[config.mk]
export PLATFORM = sky130hd
export DESIGN_NAME = vga_scanout
export DESIGN_NICKNAME = d
export VERILOG_FILES = /design/src/rtl/vga_timing_pkg.sv /design/src/rtl/vga_timing_gen.sv /design/src/rtl/vga_scanout.sv
export SDC_FILE = /design/constraint.sdc
export NUM_CORES = 1
export LEC_CHECK = 0
export BUFFER_PORTS_ARGS = -buffer_cell sky130_fd_sc_hd__buf_2
export CORE_MARGIN = 2
export CORE_UTILIZATION = 50
export DETAILED_ROUTE_END_ITERATION = 16
export MAX_ROUTING_LAYER = met4
export PLACE_DENSITY = 0.71
export SETUP_SLACK_MARGIN = 0.1
export SYNTH_ARGS = -nofsm -noshare
export SYNTH_HDL_FRONTEND = slang
export SYNTH_HIERARCHICAL = 1
export SYNTH_SLANG_ARGS = --single-unit
[constraint.sdc]
create_clock -name clock25 -period 14.7 [get_ports clock25]
set_input_delay 0.735 -clock clock25 [delete_from_list [all_inputs] [get_ports clock25]]
set_output_delay 0.735 -clock clock25 [all_outputs]
set_load 0.01 [all_outputs]
[src/rtl/vga_timing_pkg.sv]
// Shared 640x480@60 timing constants, colours and helpers for the VGA scan-out path.
package vga_timing_pkg;
   localparam int H_VISIBLE = 640;
   localparam int H_FPORCH  = 16;
   localparam int H_SYNC    = 96;
   localparam int H_BPORCH  = 48;
   localparam int H_TOTAL   = H_VISIBLE + H_FPORCH + H_SYNC + H_BPORCH;

   localparam int V_VISIBLE = 480;
   localparam int V_FPORCH  = 10;
   localparam int V_SYNC    = 2;
   localparam int V_BPORCH  = 33;
   localparam int V_TOTAL   = V_VISIBLE + V_FPORCH + V_SYNC + V_BPORCH;

   localparam int BYTES_PER_LINE = 80;
   localparam int CNT_W          = 10;
   localparam int ADDR_W         = 16;
   localparam int COLOR_W        = 12;

   localparam logic [COLOR_W-1:0] FG_COLOR = 12'hFFF;
   localparam logic [COLOR_W-1:0] BG_COLOR = 12'h000;

   typedef struct packed {
      logic [CNT_W-1:0] h;
      logic [CNT_W-1:0] v;
   } scan_pos_t;

   function automatic logic [ADDR_W-1:0] line_addr(input logic [CNT_W-1:0] line,
                                                   input logic [CNT_W-1:0] col,
                                                   input int bpl);
      return ADDR_W'(int'(line) * bpl + int'(col));
   endfunction
endpackage

[src/rtl/vga_timing_gen.sv]
// Horizontal/vertical scan counters with combinational sync and visible decode.
module vga_timing_gen
   import vga_timing_pkg::*;
#(
   parameter int H_VIS = H_VISIBLE,
   parameter int H_FP  = H_FPORCH,
   parameter int H_SW  = H_SYNC,
   parameter int H_BP  = H_BPORCH,
   parameter int V_VIS = V_VISIBLE,
   parameter int V_FP  = V_FPORCH,
   parameter int V_SW  = V_SYNC,
   parameter int V_BP  = V_BPORCH
)(
   input  logic      clock25,
   input  logic      reset_n,
   output scan_pos_t o_pos,
   output scan_pos_t o_pos_nxt,
   output logic      o_hsync_n,
   output logic      o_vsync_n,
   output logic      o_visible
);
   localparam int H_TOT = H_VIS + H_FP + H_SW + H_BP;
   localparam int V_TOT = V_VIS + V_FP + V_SW + V_BP;

   scan_pos_t r_pos;
   logic      w_h_wrap;
   logic      w_v_wrap;

   always_comb begin
      w_h_wrap  = (r_pos.h == CNT_W'(H_TOT - 1));
      w_v_wrap  = (r_pos.v == CNT_W'(V_TOT - 1));
      o_pos_nxt = r_pos;
      if (w_h_wrap) begin
         o_pos_nxt.h = '0;
         o_pos_nxt.v = w_v_wrap ? '0 : r_pos.v + 1'b1;
      end else begin
         o_pos_nxt.h = r_pos.h + 1'b1;
      end
   end

   always_ff @(posedge clock25) begin
      if (!reset_n) r_pos <= '0;
      else          r_pos <= o_pos_nxt;
   end

   assign o_pos     = r_pos;
   assign o_hsync_n = !((r_pos.h >= CNT_W'(H_VIS + H_FP)) && (r_pos.h < CNT_W'(H_VIS + H_FP + H_SW)));
   assign o_vsync_n = !((r_pos.v >= CNT_W'(V_VIS + V_FP)) && (r_pos.v < CNT_W'(V_VIS + V_FP + V_SW)));
   assign o_visible = (r_pos.h < CNT_W'(H_VIS)) && (r_pos.v < CNT_W'(V_VIS));
endmodule

[src/rtl/vga_scanout.sv]
// 1-bpp frame-buffer fetch, pixel serialiser and registered VGA outputs.
// Optional VGA_SCANOUT_BORDER_EN forces the outermost visible rows/columns to FG_COLOR.
module vga_scanout
   import vga_timing_pkg::*;
#(
   parameter int H_VIS = H_VISIBLE,
   parameter int H_FP  = H_FPORCH,
   parameter int H_SW  = H_SYNC,
   parameter int H_BP  = H_BPORCH,
   parameter int V_VIS = V_VISIBLE,
   parameter int V_FP  = V_FPORCH,
   parameter int V_SW  = V_SYNC,
   parameter int V_BP  = V_BPORCH
)(
   input  logic              clock25,
   input  logic              reset_n,
   output logic [ADDR_W-1:0] rd_addr,
   output logic              rd_en,
   input  logic [0:7]        rd_data,
   output logic [3:0]        red,
   output logic [3:0]        green,
   output logic [3:0]        blue,
   output logic              hsync,
   output logic              vsync,
   output logic              frame_tick
);
   localparam int H_TOT = H_VIS + H_FP + H_SW + H_BP;
   localparam int V_TOT = V_VIS + V_FP + V_SW + V_BP;
   localparam int BPL   = H_VIS / 8;

   scan_pos_t w_pos, w_nxt;
   logic      w_hsync_n, w_vsync_n, w_visible;

   vga_timing_gen #(
      .H_VIS(H_VIS), .H_FP(H_FP), .H_SW(H_SW), .H_BP(H_BP),
      .V_VIS(V_VIS), .V_FP(V_FP), .V_SW(V_SW), .V_BP(V_BP)
   ) u_timing (
      .clock25   (clock25),
      .reset_n   (reset_n),
      .o_pos     (w_pos),
      .o_pos_nxt (w_nxt),
      .o_hsync_n (w_hsync_n),
      .o_vsync_n (w_vsync_n),
      .o_visible (w_visible)
   );

   // Fetch is decoded from the next counter value so the registered strobe
   // lines up with the cycle the counter holds the fetch slot.
   logic             w_line_end, w_fetch;
   logic [CNT_W-1:0] w_line, w_col, w_h_p2;

   always_comb begin
      w_h_p2     = w_nxt.h + CNT_W'(2);
      w_line_end = (w_nxt.h == CNT_W'(H_TOT - 2));
      w_line     = w_nxt.v;
      w_col      = w_h_p2 >> 3;
      if (w_line_end) begin
         w_col  = '0;
         w_line = (w_nxt.v == CNT_W'(V_TOT - 1)) ? '0 : w_nxt.v + 1'b1;
      end
      w_fetch = (w_nxt.h[2:0] == 3'd6) && (w_line < CNT_W'(V_VIS)) && (w_col < CNT_W'(BPL));
   end

   logic [0:7]         r_shreg;
   logic               r_primed;
   logic [COLOR_W-1:0] r_rgb;
   logic               r_hsync, r_vsync, r_tick, r_rd_en;
   logic [ADDR_W-1:0]  r_rd_addr;
   logic               w_pix_on, w_border, w_wrap;
   logic [COLOR_W-1:0] w_rgb;

   always_comb begin
      w_pix_on = r_shreg[w_pos.h[2:0]];
`ifdef VGA_SCANOUT_BORDER_EN
      w_border = (w_pos.h == '0) || (w_pos.h == CNT_W'(H_VIS - 1)) ||
                 (w_pos.v == '0) || (w_pos.v == CNT_W'(V_VIS - 1));
`else
      w_border = 1'b0;
`endif
      w_wrap = (w_pos.h == CNT_W'(H_TOT - 1)) && (w_pos.v == CNT_W'(V_TOT - 1));
      w_rgb  = '0;
      // Until the first full frame has been fetched, line 0 byte 0 holds stale data.
      if (w_visible && r_primed) w_rgb = (w_pix_on || w_border) ? FG_COLOR : BG_COLOR;
   end

   always_ff @(posedge clock25) begin
      if (!reset_n) begin
         r_shreg   <= '0;
         r_primed  <= 1'b0;
         r_rgb     <= '0;
         r_hsync   <= 1'b1;
         r_vsync   <= 1'b1;
         r_tick    <= 1'b0;
         r_rd_en   <= 1'b0;
         r_rd_addr <= '0;
      end else begin
         r_rgb   <= w_rgb;
         r_hsync <= w_hsync_n;
         r_vsync <= w_vsync_n;
         r_tick  <= (w_pos.h == '0) && (w_pos.v == CNT_W'(V_VIS));
         if (w_pos.h[2:0] == 3'd7) r_shreg <= rd_data;
         if (w_wrap) r_primed <= 1'b1;
         r_rd_en <= w_fetch;
         if (w_fetch) r_rd_addr <= line_addr(w_line, w_col, BPL);
      end
   end

   assign rd_en      = r_rd_en;
   assign rd_addr    = r_rd_addr;
   assign red        = r_rgb[11:8];
   assign green      = r_rgb[7:4];
   assign blue       = r_rgb[3:0];
   assign hsync      = r_hsync;
   assign vsync      = r_vsync;
   assign frame_tick = r_tick;
endmodule

Word-level counts from Yosys, hierarchy flattened
Cells that the tools add are included.

operators by class
  $add $sub $neg = 5
  multipliers = 1
  magnitude comparators = 9
  eq/ne operators = 7
  mux-type cells = 10
  bitwise operators = 1
  reduce and logical (&&, ||, !) cells = 12

operators with widths
  cell                   number
  $mux 10                5
  $eq 10x10->1 const B   4
  $add 10x1->10 const B  3
  $lt 10x9->1 const B    3
  $lt 10x10->1 const B   2
  $add 16x7->16          1
  $mul 10x3->12 const B  1
  $mux 12                1
  $add 10x2->10 const B  1
  $eq 10x9->1 const B    1
  $ge 10x10->1 const B   1
  $ge 10x9->1 const B    1
  $logic_not 10->1       1
  $lt 10x7->1 const B    1
  $logic_and 1x1->1      8
  $mux 7                 1
  $eq 3x3->1 const B     2
  $ge 4x4->1 const B     1
  $not 3->4              1
  $bmux 1 s3             1
  $logic_not 1->1        2
  $mux 1                 2
  $reduce_and 2->1       1

storage, ports and cells
  register bits = 61
  input bits = 10
  output and inout bits = 32
  word-level logic and storage cells = 55

Depth between registers and ports, before layout
Gate-level depths: netlist of the first run.

  depth after elaboration = 9
  gate-level depth with buffers = 24
  mapped depth without buffers = 24

Cells and area by module
The synthesis of the first run kept the hierarchy.

modules (own cells, without submodules)
  module          instances  cells each  area each (µm²)  seq. area each (µm²)
  vga_scanout     1          288         2436.1           600.6
  vga_timing_gen  1          145         1144.8           400.4

Worst setup path after synthesis of the first run
Ideal clock, no wire load.

  kind = register -> register
  start point = register u_timing.r_pos, in the netlist u_timing/o_pos[10]
  end point = register r_rd_addr[14] (netlist: rd_addr[14])
  library setup time = 143 ps
  arrival time = 4705 ps
  required time = 14557 ps
  slack = 9852 ps
  stages on the path, launching flop included = 23
  buffers on the path = 1
  period minus slack after synthesis = 4848 ps
  cells stage by stage = dfxtp_1 ha_1 and3_2 nand3_2 clkbuf_1 o31ai_1 nand2_1 or2_2 nor4_2 a21oi_1 o21ai_0 o21ai_0 ha_1 ha_1 inv_1 fa_1 nand2b_1 a21oi_1 xor2_1 nand3_1 or3_1 nand3_1 a21oi_1

RTL lines
  what                    RTL line              source
  start, declared         vga_timing_gen.sv:25  scan_pos_t r_pos;
  start signal, assigned  vga_timing_gen.sv:43  else r_pos <= o_pos_nxt;
  end signal, assigned    vga_scanout.sv:104    if (w_fetch) r_rd_addr <= line_addr(w_line, w_col, BPL);
  end, declared           vga_scanout.sv:68     logic [ADDR_W-1:0] r_rd_addr;

==> results.json, run 1 <==
{
  "run_status": "finished clean",
  "seq_area_frac_synth_pct": 28.0,
  "relSlewSlack_pct": 49.6,
  "met3_usage_pct": 3.73,
  "drc": 0,
  "grt_busiest_layer": "met2",
  "fin_crit_sh_pct": 36.9,
  "utilization_pct": 56.5,
  "ys.flop_type": "dfxtp_1",
  "synth.ff_latch_count": 50,
  "drt_wl_total_microns": 7770,
  "rrSetupSlack_ns": 9.27,
  "met2_usage_pct": 32.6,
  "power_per_cell_area_nw_per_um2": 65.4,
  "overflow": 0,
  "numCtsBuffers": 5,
  "worst-setup-path-type": "flop to flop",
  "row_count": 30,
  "clk_path_buf_depth": 2,
  "initial_core_util_pct": 52.1,
  "vias": 3150,
  "p_leak_nw": 1.59,
  "synth_edf_count": 0,
  "cp_cell_sequence": "ha_1 -> and3_2 -> nand3_2 -> or4_1 -> o21ai_0 -> nand4bb_1 -> nor4_2 -> a21oi_1 -> o21ai_0 -> o21ai_0 -> ha_1 -> ha_1 -> inv_1 -> fa_1 -> nand2b_1 -> a21oi_1 -> xor2_1 -> nand3_1 -> or3_1 -> nand3_1 -> a21oi_1",
  "core_area_sq_um": 6870,
  "die_y_microns": 88.6,
  "antenna_found_initial": 0,
  "final_antenna_net_count": 0,
  "grt_max_degree": 30,
  "cts_tree": "yes",
  "n_antenna_cell": 0,
  "cts_setup_buffers": 0,
  "crit_slowest_cell": "or4_1",
  "die_area_sq_um": 7850,
  "synth_area_leaders": "dfxtp_1, ha_1, nand2_1",
  "ctsResizeCount": 0,
  "dieWidth_microns": 88.6,
  "htreeDepth": 2,
  "synth_area_sq_um": 3580,
  "wl_per_cell_microns": 14.0,
  "nFillCells": 653,
  "hpwl_microns": 5900,
  "setup_viol": 0,
  "max_freq_mhz": 184,
  "min_path_type": "flop to flop",
  "io_pins": 42,
  "fin_area_sq_um": 3880,
  "end_kind": "flop",
  "min_to": "r_rgb[10]",
  "dr.first_iter.drc_count": 244,
  "async_flop_share_pct": 0,
  "grt_use_met1_pct": 30.4,
  "viasPerCell": 5.67,
  "arrival_ns": 5.61,
  "max-vdd-ir-drop_v": 0.0000518,
  "clk_pin_slew_ns": 0.10,
  "start_kind": "flop",
  "nets": 497,
  "drive_gt1_share_pct": 16.5,
  "setup-tns-final_ns": 0,
  "rr_worst_depth": 21,
  "skew_ns": 0.00953,
  "crit_fanout": 14,
  "fin_crit_ns": 5.43,
  "ys_warn_count": 6,
  "cts_num_sinks": 50,
  "numPortBuffers": 41,
  "maxCapViolations": 0,
  "dpl_cell_area_sq_um": 3760,
  "min_from": "r_primed",
  "rr_startpoint": "u_timing/o_pos[10]",
  "syn_area_per_cell_sq_um": 8.27,
  "postSynthCellCount": 433,
  "root_buffer": "clkbuf_8",
  "grt_pass1_wl_microns": 13100,
  "clk_latency_ns": 0.31,
  "power.total_uw": 254,
  "synth_top_cell_area_share_pct": 28.0,
  "synth_nets": 471,
  "rr_endpoint": "rd_addr[14]",
  "finalHoldViolCount": 0,
  "finalMaxSlewViolations": 0,
  "synth.distinct_cells": 68,
  "grt_pass1_vias": 2759,
  "first_pass_iters": 4,
  "rsz0062_at_grt": "false",
  "whs_path_depth": 2,
  "critical-path-max-stage-delay_ns": 0.55,
  "postCtsHoldBufs": 0,
  "cp_data_required_time_ns": 14.88,
  "fin_hold_ws_ns": 0.451,
  "track_usage_pct": 21.5,
  "worst_slew_pin_slew_ns": 0.750,
  "synth_largest_area_cell": "dfxtp_1",
  "place_congestion": 0.946,
  "syn_to_final_growth_pct": 8.32
}
## registers in the layout, indices dropped and copies added, names as in the netlist
| signal | cells |
|---|---|
| r_rgb | 1 |
| r_primed | 1 |
| hsync | 1 |
| u_timing/o_pos | 20 |
| r_shreg | 8 |
| vsync | 1 |
| rd_addr | 16 |
| frame_tick | 1 |
| rd_en | 1 |
## kinds of logic after synthesis
family / after synthesis / synth area share (%)
compound gates: 84 / 16.2
mux: 9 / 3.28
flops: 50 / 28.0
buf+inv: 41 / 6.15
simple gates: 190 / 28.6
fa+ha+maj: 28 / 10.2
xor+xnor: 31 / 7.58
## critical path: cells and delay by family, from the launching register on
family / cells / cell delay, ns
compound gates: 6 / 0.76
xor+xnor: 1 / 0.34
fa+ha+maj: 4 / 1.15
buf+inv: 1 / 0.05
flops: 1 / 0.54
simple gates: 9 / 2.45
## synth_stat cells (7+ instances only)
| library cell | number |
|---|---|
| nand4_1 | 10 |
| a211oi_2 | 11 |
| dfxtp_1 | 50 |
| a21oi_1 | 27 |
| and3_1 | 7 |
| xor2_1 | 16 |
| nand2_1 | 50 |
| inv_1 | 16 |
| ha_1 | 26 |
| xnor2_1 | 15 |
| o21ai_0 | 18 |
| nor2_1 | 42 |
| nand3_1 | 19 |
| buf_4 | 13 |
| nand2b_1 | 7 |
## power breakdown
group | switching [mW] | total (mW) | internal [mW]
Combinational | 0.00786 | 0.0130 | 0.00518
Clock | 0.0496 | 0.101 | 0.0519
Sequential | 0.00217 | 0.139 | 0.137
Total | 0.0596 | 0.254 | 0.194
## metal layers
layer	wire length, microns	vias to the layer above
li1	-	1603
met1	3850	1467
met2	3530	74
met3	324	6
met4	60	0
met5	0	-
## through the flow
step	instances	setup slack, ns
floorplan	433	9.85
CTS	556	9.31
finish	556	9.27
detailed placement	548	9.32
global route	556	8.75
global placement	548	9.59
## area by class of cell
class	count	area [sq um]	share of cell area (%)
multi-input combinational	342	2360	60.8
clock inverter	3	48.8	1.26
inverter	18	67.6	1.74
sequential	50	1000	25.8
timing repair buffer	42	213	5.48
clock buffer	5	68.8	1.77
tap	96	120	3.10
## how the worst max path moves through the flow
stage / from / to / cells past startpoint
2_1_floorplan: u_timing/o_pos[10] / rd_addr[14] / 22
3_3_place_gp: u_timing/o_pos[10] / rd_addr[14] / 20
3_5_place_dp: u_timing/o_pos[10] / rd_addr[14] / 21
4_1_cts: u_timing/o_pos[10] / rd_addr[14] / 21
5_1_grt: u_timing/o_pos[10] / rd_addr[14] / 21
6_report: u_timing/o_pos[10] / rd_addr[14] / 21
## cells in the final DEF (no fill, tap or decap), types with 2 or more instances in the layout
cell and count:
nand3b_1 2, fa_1 2, mux2_2 2, xor2_1 16, nor4bb_1 2, a21o_1 2, nor4_1 3, nand2b_1 7
or3_1 6, nor3_1 6, and2_1 6, and3_1 7, nor2_1 42, or4_1 3, o31ai_1 3, nor3b_1 5
buf_2 41, nand2_1 50, nand3_1 19, nand4_1 10, xnor2_1 15, a21oi_1 27, dfxtp_1 50, and4_1 4
o32ai_1 2, a31oi_1 4, or2_2 2, o21ai_0 18, a311oi_1 2, clkbuf_8 5, o21a_1 2, nand4b_1 2
a211oi_2 11, mux4_2 2, mux2i_1 5, inv_1 16, ha_1 26, and3_2 2, a211oi_1 2
No activity file was read; power rests on OpenSTA's default activity.
==> run 2: changes to the inputs <==
--- a/config.mk
+++ b/config.mk
@@ -5,12 +5,13 @@
 export SDC_FILE = /design/constraint.sdc
 export NUM_CORES = 1
 export LEC_CHECK = 0
+export ABC_AREA = 1
 export BUFFER_PORTS_ARGS = -buffer_cell sky130_fd_sc_hd__buf_2
 export CORE_MARGIN = 2
 export CORE_UTILIZATION = 50
 export DETAILED_ROUTE_END_ITERATION = 16
 export MAX_ROUTING_LAYER = met4
-export PLACE_DENSITY = 0.71
+export PLACE_DENSITY = 0.73
 export SETUP_SLACK_MARGIN = 0.1
 export SYNTH_ARGS = -nofsm -noshare
 export SYNTH_HDL_FRONTEND = slang
==> constraint.sdc (replaced) <==
create_clock -name clock25 -period 4.47 [get_ports clock25]
set_input_delay 0.2235 -clock clock25 [delete_from_list [all_inputs] [get_ports clock25]]
set_output_delay 0.2235 -clock clock25 [all_outputs]
set_load 0.01 [all_outputs]
==> results.json, run 2 <==
{
  "critical-path-max-stage-delay_ns": 0.40,
  "synth_edf_count": 0,
  "row_count": 32,
  "synth_nets": 679,
  "worst-setup-path-type": "flop to flop",
  "p_leak_nw": 2.42,
  "async_flop_share_pct": 0,
  "ys_warn_count": 6,
  "whs_path_depth": 3,
  "fin_hold_ws_ns": 0.187,
  "layout_commonest_cell": "nand2_1",
  "seq_area_frac_synth_pct": 25.3,
  "initial_core_util_pct": 51.5,
  "synth_largest_area_cell": "dfxtp_1",
  "dieWidth_microns": 93.0,
  "clk_path_buf_depth": 2,
  "place_congestion": 0.926,
  "drt_wl_total_microns": 10000,
  "grt_max_degree": 32,
  "run_status": "finished clean",
  "rr_worst_depth": 29,
  "antenna_found_initial": 0,
  "end_kind": "flop",
  "mostFrequentLayoutCells": "nand2_1, inv_1, nor2_1, dfxtp_1, buf_2",
  "die_area_sq_um": 8650,
  "crit_fanout": 5,
  "grt_pass1_vias": 3836,
  "finalMaxSlewViolations": 0,
  "crit_path_frequent_cell": "nand2_2",
  "clk_latency_ns": 0.31,
  "max-vdd-ir-drop_v": 0.000114,
  "start_kind": "flop",
  "die_y_microns": 93.0,
  "arrival_ns": 4.46,
  "syn_to_final_growth_pct": 21.5,
  "n_antenna_cell": 0,
  "synth_area_leaders": "dfxtp_1, nand2_1, inv_1",
  "path_delay_family": "simple AND/OR/NAND/NOR gates",
  "root_buffer": "clkbuf_8",
  "crit_cells": 29,
  "track_usage_pct": 23.2,
  "cp_data_required_time_ns": 4.68,
  "synth.distinct_cells": 32,
  "utilization_pct": 62.6,
  "vias": 4222,
  "nFillCells": 744,
  "wl_per_cell_microns": 12.5,
  "rrSetupSlack_ns": 0.22,
  "rr_endpoint": "rd_addr[15]",
  "htreeDepth": 2,
  "final_antenna_net_count": 0,
  "numCtsBuffers": 5,
  "syn_area_per_cell_sq_um": 6.18,
  "power_per_cell_area_nw_per_um2": 163,
  "postCtsHoldBufs": 0,
  "viasPerCell": 5.24,
  "maxCapViolations": 0,
  "setup_viol": 0,
  "synthTopCellsByCount": "nand2_1, inv_1, nor2_1",
  "fin_crit_sh_pct": 95.0,
  "setup-tns-final_ns": 0,
  "skew_ns": 0.0148,
  "numPortBuffers": 41,
  "max_freq_mhz": 235,
  "startpoint": "u_timing/o_pos[11]",
  "core_area_sq_um": 7690,
  "synth_area_sq_um": 3960,
  "postSynthCellCount": 641,
  "first_pass_iters": 6,
  "critPathCapture": "rd_addr[15]",
  "cts_num_sinks": 50,
  "grt_pass1_wl_microns": 16400,
  "synth.ff_latch_count": 50,
  "dr.first_iter.drc_count": 176,
  "crit_slowest_cell": "fa_2",
  "overflow": 0,
  "nets": 741,
  "finalHoldViolCount": 0,
  "ys.flop_type": "dfxtp_1",
  "io_pins": 42,
  "hpwl_microns": 7430,
  "clk_pin_slew_ns": 0.10,
  "cts_tree": "yes",
  "yosysMostFrequentCell": "nand2_1",
  "drive_gt1_share_pct": 26.3,
  "fin_crit_ns": 4.25,
  "synth_top_cell_area_share_pct": 25.3,
  "min_path_type": "input pin to flop",
  "cp_num_buf_inv": 6,
  "drc": 0,
  "largest_register_ffs": 20,
  "worst_slew_pin_slew_ns": 0.861,
  "rr_startpoint": "u_timing/o_pos[11]",
  "relSlewSlack_pct": 42.5
}
==> run 2: cell types whose count changed in the layout (fill, tap and decap cells not counted), moves of 9 or more <==
cell	change
a211oi_2	-11
buf_4	+30
inv_1	+72
inv_2	+12
nand2_1	+106
nand2_2	+14
nand3_1	+16
nand3_2	+9
nor2_1	+23
nor2_2	+20
nor2_4	+9
xnor2_1	-12
xor2_1	-9
==> run 2: stage by stage <==
| step | setup WS, ns | power [mW] | cells | cell area [sq um] |
|---|---|---|---|---|
| global placement | 0.166 | 0.521 | 778 | 4260 |
| global route | -0.0434 | 0.821 | 806 | 4810 |
| detailed placement | 0.00800 | 0.522 | 778 | 4260 |
| finish | 0.222 | 0.786 | 806 | 4810 |
| CTS | 0.106 | 0.790 | 787 | 4380 |
| floorplan | 0.319 | 0.503 | 641 | 3960 |
==> run 2: logic make-up after synthesis <==
logic type      count (synthesis)  share of synthesized area, %
fa+ha+maj                      28                          9.22
compound gates                 65                          8.59
xor+xnor                       12                          2.65
flops                          50                          25.3
simple gates                  361                          40.7
buf+inv                       125                          13.6
==> run 2: worst min-delay path: stages <==
cell	delay (ns)
buf_2	0.07
o21ai_0	0.07
a21oi_1	0.10
==> run 2: final cells by class <==
cell class	instances	area, sq um	share of cell area [%]
clock inverter	3	23.8	0.494
multi-input combinational	466	2700	56.0
clock buffer	5	68.8	1.43
tap	102	128	2.65
sequential	50	1010	21.0
timing repair buffer	75	480	9.98
timing repair inverter	1	7.51	0.156
inverter	104	399	8.29
==> run 2: where the power goes <==
part	switching, mW	total, mW	internal [mW]
combinational	0.0363	0.0571	0.0208
clock	0.160	0.272	0.112
sequential	0.00517	0.457	0.452
total	0.201	0.786	0.585
==> run 2: timing repair <==
item | in CTS | in global routing
gates cloned | 0 | 1
setup endpoints to repair | 4 | 6
pin swaps | 1 | 31
buffers inserted | 1 | 18
gates resized for setup | 5 | 87
==> run 2: how the worst min path moves through the flow <==
stage	to	startpoint	slack [ns]
after floorplan	r_shreg[0]	rd_data[0]	0.42
after global placement	r_shreg[0]	r_shreg[0]	0.43
after detailed placement	r_shreg[0]	r_shreg[0]	0.44
after CTS	r_shreg[4]	rd_data[4]	0.18
after global routing	r_shreg[4]	rd_data[4]	0.23
final	r_shreg[4]	rd_data[4]	0.19
==> run 2: layer usage <==
metal / up-vias / GRT usage [%] / share of wire (%)
met4: 0 / 6.50 / 1.9
met3: 21 / 2.98 / 3.2
li1: 2142 / - / -
met2: 99 / 41.5 / 51
met5: - / - / 0
met1: 1960 / 27.4 / 44
==> run 3: changes to the inputs <==
--- a/config.mk
+++ b/config.mk
@@ -11,7 +11,8 @@
 export CORE_UTILIZATION = 50
 export DETAILED_ROUTE_END_ITERATION = 16
 export MAX_ROUTING_LAYER = met4
-export PLACE_DENSITY = 0.73
+export PLACE_DENSITY = 0.77
+export RECOVER_POWER = 50
 export SETUP_SLACK_MARGIN = 0.1
 export SYNTH_ARGS = -nofsm -noshare
 export SYNTH_HDL_FRONTEND = slang
==> results.json, run 3 (synthesis gave the netlist of run 2 again) <==
{
  "place_congestion": 0.917,
  "n_antenna_cell": 0,
  "clk_path_buf_depth": 2,
  "drive_gt1_share_pct": 23.4,
  "nFillCells": 696,
  "internal-power_uw": 588,
  "row_count": 32,
  "grt_pass1_vias": 3837,
  "p_switching_uw": 218,
  "first_pass_iters": 5,
  "rrSetupSlack_ns": 0.11,
  "core_area_sq_um": 7690,
  "crit_path_frequent_cell": "nand3_2",
  "io_pins": 42,
  "run_status": "finished clean",
  "numPortBuffers": 41,
  "max-vdd-ir-drop_v": 0.000124,
  "wl_per_cell_microns": 13.0,
  "utilization_pct": 62.3,
  "clk_pin_slew_ns": 0.11,
  "rr_worst_depth": 29,
  "critical-path-max-stage-delay_ns": 0.44,
  "track_usage_pct": 22.7,
  "setup_viol": 0,
  "skew_ns": 0.00989,
  "rr_endpoint": "rd_addr[15]",
  "final_antenna_net_count": 0,
  "power.total_uw": 806,
  "drt_wl_total_microns": 10500,
  "start_kind": "flop",
  "max_freq_mhz": 229,
  "syn_to_final_growth_pct": 20.8,
  "startpoint": "u_timing/o_pos[3]",
  "switching_share_pct": 27.1,
  "viasPerCell": 5.29,
  "worst-setup-path-type": "flop to flop",
  "largest_register_ffs": 20,
  "antenna_found_initial": 0,
  "setup-tns-final_ns": 0,
  "vias": 4272,
  "drc": 0,
  "whs_path_depth": 3,
  "cts_tree": "yes",
  "cp_num_buf_inv": 6,
  "min_to": "r_shreg[4]",
  "finalHoldViolCount": 0,
  "p_clk_share_pct": 36.4,
  "crit_fanout": 6,
  "fin_crit_ns": 4.36,
  "end_kind": "flop",
  "min_path_type": "input pin to flop",
  "root_buffer": "clkbuf_8",
  "initial_core_util_pct": 51.5,
  "pwr-share-seq_pct": 56.6,
  "hpwl_microns": 7210,
  "path_delay_family": "simple AND/OR/NAND/NOR gates",
  "grt_max_degree": 32,
  "power_per_cell_area_nw_per_um2": 168,
  "relSlewSlack_pct": 14.6,
  "mostFrequentLayoutCells": "nand2_1, inv_1, nor2_1, dfxtp_1",
  "dr.first_iter.drc_count": 227,
  "numCtsBuffers": 5,
  "htreeDepth": 2,
  "worst_slew_pin_slew_ns": 1.28,
  "layout_commonest_cell": "nand2_1",
  "postCtsHoldBufs": 0,
  "overflow": 0,
  "die_area_sq_um": 8650,
  "p_leak_nw": 2.28,
  "pwr-share-comb_pct": 7.0,
  "min_from": "rd_data[4]",
  "dieWidth_microns": 93.0,
  "crit_slowest_cell": "dfxtp_2",
  "finalMaxSlewViolations": 0,
  "maxCapViolations": 0,
  "nets": 742,
  "cts_num_sinks": 50,
  "cp_data_required_time_ns": 4.70,
  "clk_latency_ns": 0.32,
  "rr_startpoint": "u_timing/o_pos[3]",
  "arrival_ns": 4.59,
  "grt_pass1_wl_microns": 16000,
  "setup_ws_ns": 0.107,
  "die_y_microns": 93.0,
  "fin_hold_ws_ns": 0.175,
  "fin_crit_sh_pct": 97.6,
  "place_ws_ns": -0.0153
}
run 3: cell types whose count changed in the layout (fill, tap and decap cells not counted), sizes merged:
cell	before	now
clkbuf	5	38
buf	75	44
clkinvlp	3	0
clkinv	1	3
run 3: routing by layer:
layer  up-vias  track usage, %  share of wire (%)
li1       2144               -                  -
met1      1947            26.7                 41
met2       156            40.3                 51
met3        25            2.58                5.5
met4         0            8.21                1.9
met5         -               -                  0
run 3: stage by stage:
step,cells,area [sq um]
6_report,807,4790
5_1_grt,807,4790
4_1_cts,785,4380
3_5_place_dp,775,4240
3_3_place_gp,775,4240
2_1_floorplan,641,3960
run 3: area by class of cell:
cell class	instances	area [sq um]	area share (%)
well taps	102	128	2.67
clock inverters	3	28.8	0.601
flip-flops and latches	50	1020	21.3
multi-input cells	466	2710	56.6
inverters	104	392	8.18
clock buffers	5	68.8	1.44
repair buffers	77	442	9.23
run 3: power by group through the flow:
stage                     Combinational [mW]  Sequential, mW  Clock, mW
after global placement                0.0545           0.466          0
after floorplan                       0.0334           0.470          0
after CTS                             0.0550           0.456      0.300
after detailed placement              0.0546           0.466          0
final                                 0.0565           0.457      0.293
after global routing                  0.0651           0.458      0.312
run 3: worst max-delay path by stage:
stage / endpoint / slack (ns) / cells past startpoint
4_1_cts: rd_addr[12] / 0.11 / 26
2_1_floorplan: rd_addr[15] / 0.32 / 29
6_report: rd_addr[15] / 0.11 / 29
3_5_place_dp: rd_addr[14] / -0.02 / 29
5_1_grt: rd_addr[14] / -0.08 / 30
3_3_place_gp: rd_addr[12] / 0.17 / 28
run 3: repair_timing:
action,in CTS,in global routing
resized for setup,8,88
pin swaps,6,33
cloned,0,0
setup endpoints to repair,4,7
buffers inserted,2,22
run 3: worst min-delay path: stages:
cell and delay (ns):
buf_2 0.07, o21ai_0 0.07, a21oi_1 0.10
